--- config.mk ---
export PLATFORM = sky130hd
export DESIGN_NAME = core_lsu
export DESIGN_NICKNAME = d
export VERILOG_FILES = /design/src/rtl/core_lsu.sv
export SDC_FILE = /design/constraint.sdc
export NUM_CORES = 1
export LEC_CHECK = 0
export ABC_AREA = 1
export BUFFER_PORTS_ARGS = -buffer_cell sky130_fd_sc_hd__buf_2
export CELL_PAD_IN_SITES_DETAIL_PLACEMENT = 0
export CELL_PAD_IN_SITES_GLOBAL_PLACEMENT = 1
export CORE_MARGIN = 1
export CORE_UTILIZATION = 30
export CTS_BUF_LIST = sky130_fd_sc_hd__clkbuf_4 sky130_fd_sc_hd__clkbuf_8
export CTS_CLUSTER_SIZE = 30
export DETAILED_ROUTE_END_ITERATION = 10
export PLACE_DENSITY_LB_ADDON = 0.1
export SETUP_SLACK_MARGIN = 0.4
export SYNTH_ARGS = -nofsm -noshare
export SYNTH_HDL_FRONTEND = slang
export SYNTH_SLANG_ARGS = --single-unit
--- constraint.sdc ---
create_clock -name clk -period 10.35 [get_ports clk]
set_clock_uncertainty 0.15 [all_clocks]
set_input_delay 0 -clock clk [delete_from_list [all_inputs] [get_ports clk]]
set_output_delay 0 -clock clk [all_outputs]
set_load 0.01 [all_outputs]
--- src/rtl/core_lsu.sv ---
// Load/store unit: one single-beat req/ack data-memory access per start, with
// lane steering, byte strobes, load extension and a bounded wait for ack.
module core_lsu #(
  parameter int TIMEOUT = 16
) (
  input  logic        clk,
  input  logic        rst,
  input  logic        start,
  input  logic        i_lb,
  input  logic        i_lh,
  input  logic        i_lw,
  input  logic        i_lbu,
  input  logic        i_lhu,
  input  logic        i_sb,
  input  logic        i_sh,
  input  logic        i_sw,
  input  logic [31:0] addr,
  input  logic [31:0] wdata,
  output logic        busy,
  output logic        done,
  output logic [1:0]  err,
  output logic [31:0] load_data,
  output logic        mem_req,
  output logic [31:0] mem_addr,
  output logic        mem_we,
  output logic [3:0]  mem_wstrb,
  output logic [31:0] mem_wdata,
  input  logic        mem_ack,
  input  logic [31:0] mem_rdata
);
  typedef enum logic [1:0] {S_IDLE, S_REQ, S_DONE} state_t;

  state_t      state_q, state_d;
  logic [7:0]  cnt_q, cnt_d;
  logic [4:0]  ld_op_q, ld_op_d;  // {lb, lh, lw, lbu, lhu}; all zero for stores
  logic [1:0]  off_q, off_d;
  logic [31:0] mem_addr_q, mem_addr_d;
  logic        mem_we_q, mem_we_d;
  logic [3:0]  mem_wstrb_q, mem_wstrb_d;
  logic [31:0] mem_wdata_q, mem_wdata_d;
  logic [1:0]  err_q, err_d;
  logic [31:0] load_data_q, load_data_d;

  logic [7:0]  ops;
  logic        misaligned;
  logic [31:0] rd_shift;
  logic [15:0] rd_half;
  logic [31:0] ext_data;

  assign ops        = {i_lb, i_lh, i_lw, i_lbu, i_lhu, i_sb, i_sh, i_sw};
  assign misaligned = ((i_lh | i_lhu | i_sh) & addr[0]) | ((i_lw | i_sw) & (|addr[1:0]));

  // Byte lane comes from a shift by the latched offset; halves are only at 0 or 2.
  assign rd_shift = mem_rdata >> {off_q, 3'b000};
  assign rd_half  = off_q[1] ? mem_rdata[31:16] : mem_rdata[15:0];

  always_comb begin
    ext_data = 32'h0;
    unique case (1'b1)
      ld_op_q[4]: ext_data = {{24{rd_shift[7]}}, rd_shift[7:0]};
      ld_op_q[3]: ext_data = {{16{rd_half[15]}}, rd_half};
      ld_op_q[2]: ext_data = mem_rdata;
      ld_op_q[1]: ext_data = {24'h0, rd_shift[7:0]};
      ld_op_q[0]: ext_data = {16'h0, rd_half};
      default:    ext_data = 32'h0;
    endcase
  end

  always_comb begin
    state_d     = state_q;
    cnt_d       = cnt_q;
    ld_op_d     = ld_op_q;
    off_d       = off_q;
    mem_addr_d  = mem_addr_q;
    mem_we_d    = mem_we_q;
    mem_wstrb_d = mem_wstrb_q;
    mem_wdata_d = mem_wdata_q;
    err_d       = err_q;
    load_data_d = load_data_q;
    unique case (state_q)
      S_IDLE: begin
        if (start) begin
          cnt_d = 8'd0;
          if (!$onehot(ops)) begin
            state_d = S_DONE;
            err_d   = 2'b11;
          end else if (misaligned) begin
            state_d = S_DONE;
            err_d   = 2'b01;
          end else begin
            state_d     = S_REQ;
            ld_op_d     = {i_lb, i_lh, i_lw, i_lbu, i_lhu};
            off_d       = addr[1:0];
            mem_addr_d  = {addr[31:2], 2'b00};
            mem_we_d    = i_sb | i_sh | i_sw;
            mem_wstrb_d = i_sb ? (4'b0001 << addr[1:0]) :
                          i_sh ? (4'b0011 << addr[1:0]) :
                          i_sw ? 4'b1111 : 4'b0000;
            mem_wdata_d = i_sb ? {4{wdata[7:0]}} :
                          i_sh ? {2{wdata[15:0]}} :
                          i_sw ? wdata : 32'h0;
          end
        end
      end
      S_REQ: begin
        // Ack has priority over an expiring count on the same edge.
        if (mem_ack) begin
          state_d     = S_DONE;
          err_d       = 2'b00;
          load_data_d = ext_data;
        end else if (cnt_q == 8'(TIMEOUT - 1)) begin
          state_d = S_DONE;
          err_d   = 2'b10;
        end else begin
          cnt_d = cnt_q + 8'd1;
        end
      end
      S_DONE:  state_d = S_IDLE;
      default: state_d = S_IDLE;
    endcase
  end

  always_ff @(posedge clk or posedge rst) begin
    if (rst) begin
      state_q     <= S_IDLE;
      cnt_q       <= 8'd0;
      ld_op_q     <= 5'd0;
      off_q       <= 2'd0;
      mem_addr_q  <= 32'h0;
      mem_we_q    <= 1'b0;
      mem_wstrb_q <= 4'h0;
      mem_wdata_q <= 32'h0;
      err_q       <= 2'b00;
      load_data_q <= 32'h0;
    end else begin
      state_q     <= state_d;
      cnt_q       <= cnt_d;
      ld_op_q     <= ld_op_d;
      off_q       <= off_d;
      mem_addr_q  <= mem_addr_d;
      mem_we_q    <= mem_we_d;
      mem_wstrb_q <= mem_wstrb_d;
      mem_wdata_q <= mem_wdata_d;
      err_q       <= err_d;
      load_data_q <= load_data_d;
    end
  end

  assign busy      = (state_q != S_IDLE);
  assign done      = (state_q == S_DONE);
  assign mem_req   = (state_q == S_REQ);
  assign err       = err_q;
  assign load_data = load_data_q;
  assign mem_addr  = mem_addr_q;
  assign mem_we    = mem_we_q;
  assign mem_wstrb = mem_wstrb_q;
  assign mem_wdata = mem_wdata_q;
endmodule

==> metrics <==
area of all placed cells without fillers about 9000 um2; Pwr Density between 200 and 250 nW/um2; number of buffers inserted to repair setup after CTS 0; total gr overflow 0; post-placement setup slack roughly 5.6 ns; antenna diode count 0; count of yosys warnings during synthesis 0; TritonCTS clock tree yes; initial antenna violation count 0; floorplan row count just over 50; outcome finished, final reports clean; total of buffers placed on input and output ports 211; peak supply drop a little under 0.09 mV; routability congestion estimate between 0.7 and 0.8; effective utilization at floorplan a little under a third; share of synthesized area occupied by flip-flops and latches around half; placeable core region 19500 um2; half-perimeter wire length of the detailed placement result roughly 13000 um; final standard cell utilization of the core a little under half; Num CTS Buffers 17; wire length of the first global-routing pass roughly 30000 um; setup ws final 5.62 ns; most common library cells after synthesis nand2_1 (359), dfrtp_1 (118), inv_1 (63); max-slew violation count 0; setup_tns 0 ns; die outline area just over 20000 um2; post-route fraction of the period consumed by the critical path a little under half; dominant cells by area after synthesis dfrtp_1 (49%), nand2_1 (23%), o21ai_0 (4.3%), inv_1 (3.9%), nand3_1 (2.7%); register bit count reported by yosys around 120; TritonCTS sink count 118; NumNets Final ~1.2k; element type at the critical path start primary input; iteration-0 DRC count of the detailed router around 270; Post-Synthesis Cells approximately 780; number of flops mapped to enable cells by yosys 0; time the final worst path needs with I/O delays and setup roughly 4.7 ns; filler cell count in the final layout 2075; library cell with the largest summed area after synthesis dfrtp_1; Leakage Power just under 5 nW; critical-path maximum fanout 53; via count of the first global-routing pass around 6.1k; non-filler instance count after layout 1383; # IOs 214; number of setup violations in the final report 0; smallest hold slack 0.124 ns; count of unresolved DRC violations after routing 0; buffer cell driving the clock tree root clkbuf_8; Hold-fix buffers, CTS between 100 and 150; routed wire length between 15000 and 20000 um; RSZ-0062 raised after global routing false; Mapped Area between 5000 and 6000 um2; H-tree levels 4; classification of the worst setup path in2reg; worst slew pin tran 1.15 ns; total vias in the final route 6136; arrival time at the worst endpoint a little under 5 ns; Die Span Y 143 um; clock transition at the registers of the reported paths 0.08 ns; placed instance area 7220 um2; Power, Total approximately 2.1 mW; layout cell share with drive strength beyond 1 between 20% and 30%; count of placed standard cells including taps about 1.2k; mean area per synthesized cell around 7.7 um2; worst min path class in2async; Max clock buf depth 2; proportion of register bits with asynchronous set or reset after synthesis 100%; horizontal die dimension 143 um; share of Yosys cell area claimed by the top area cell type 49.3%; CP Data Required Time 10.50 ns; Routed WL per cell ~14 um; via/cell ratio about 4.4; P&R area growth vs syn 49.8%; drt first pass iters 6; Cell variety after synth 33; maximum number of pins on one net before global-route repair between 60 and 70; Total GRT Usage 19.6%; Final ANT Viol Nets 0; remaining max-slew budget at the tightest pin approximately 23%; Post-synth top flop dfrtp_1; Worst setup EP type flop; Hold Vio Cnt, Final 0; clock latency on the worst-skew pair ~0.44 ns; dominant cell by count in the synthesized netlist nand2_1; upper clock frequency limit 0.211 GHz; number of max-cap violations 0; number of resized instances in the post-cts repair step 0
==> state kept, by name, summed over array words and instances (netlist names) <==
register and count:
mem_wstrb 4, cnt_q 8, mem_addr 30, mem_we 1, err 2, mem_wdata 32
state_q 2, load_data 32, off_q 2, ld_op_q 5
==> area by class of cell <==
| class | count | area (um2) | share of cell area (%) |
|---|---|---|---|
| Clock buffer | 18 | 248 | 2.76 |
| Clock inverter | 14 | 176 | 1.97 |
| Inverter | 67 | 254 | 2.83 |
| Multi-Input combinational cell | 555 | 2610 | 29.1 |
| Sequential cell | 118 | 2950 | 32.9 |
| Tap cell | 265 | 332 | 3.70 |
| Timing Repair Buffer | 346 | 2400 | 26.8 |
==> kinds of logic (layout without fill, tap and decap cells) <==
group	after synthesis	after routing	share of synthesized area, %
and+or+nand+nor	429	429	28.5
DFF	118	118	49.3
AOI/OAI and AO/OA	103	103	10.3
buffers and inverters	103	445	7.27
adders and majority gates	12	12	3.01
muxes	7	7	1.17
xor gates and xnor gates	2	2	0.293
other	1	2	0.0626
==> power by group <==
group / internal (mW) / switching [mW]
sequential: 0.656 / 0.145
clock: 0.247 / 0.207
combinational: 0.356 / 0.494
total: 1.26 / 0.846
==> routing by layer <==
metal	vias to the layer above	global-route usage (%)	part of all wire (%)
met5	-	0	0
met4	0	5.10	1.0
met3	14	3.86	4.2
met2	158	34.0	48
met1	2842	24.7	46
li1	3122	-	-
==> final timing paths <==
kind	start	end	slack, ns	depth (start not counted)
setup / recovery	i_lb	mem_wdata[20]	5.62	16
hold / removal	rst	mem_addr[19]	0.12	3
setup reg to reg	off_q[1]	load_data[27]	7.54	9
hold reg to reg	mem_addr[27]	mem_addr[27]	0.32	2
max in group asynchronous	rst	mem_wdata[2]	8.68	4
min in group clk	addr[9]	mem_addr[9]	0.14	4
==> critical path: stages <==
cell	delay [ns]
dlygate4sd3_1	0.53
buf_2	0.10
inv_1	0.05
fa_1	0.57
fa_1	0.43
fa_1	0.43
inv_1	0.06
ha_1	0.16
inv_1	0.05
fa_1	0.47
nand3_1	0.10
inv_1	0.07
nand2_1	0.15
nor3_4	0.95
buf_4	0.57
o21ai_0	0.15
==> placed cells by master, fill, tap and decap left out, types with 4 or more instances in the layout <==
cell type / n
o211ai_1: 8
fa_1: 4
a22oi_1: 16
clkinv_4: 5
o21ai_1: 8
buf_2: 211
dfrtp_1: 118
clkbuf_8: 18
o21ai_0: 51
nor2_1: 20
a22o_1: 7
ha_1: 8
nand3_1: 32
a21oi_1: 7
inv_1: 62
nand4_1: 10
dlygate4sd3_1: 132
nand2_1: 359
mux2i_1: 7
Note: power is estimated with default switching activity, not from simulation.
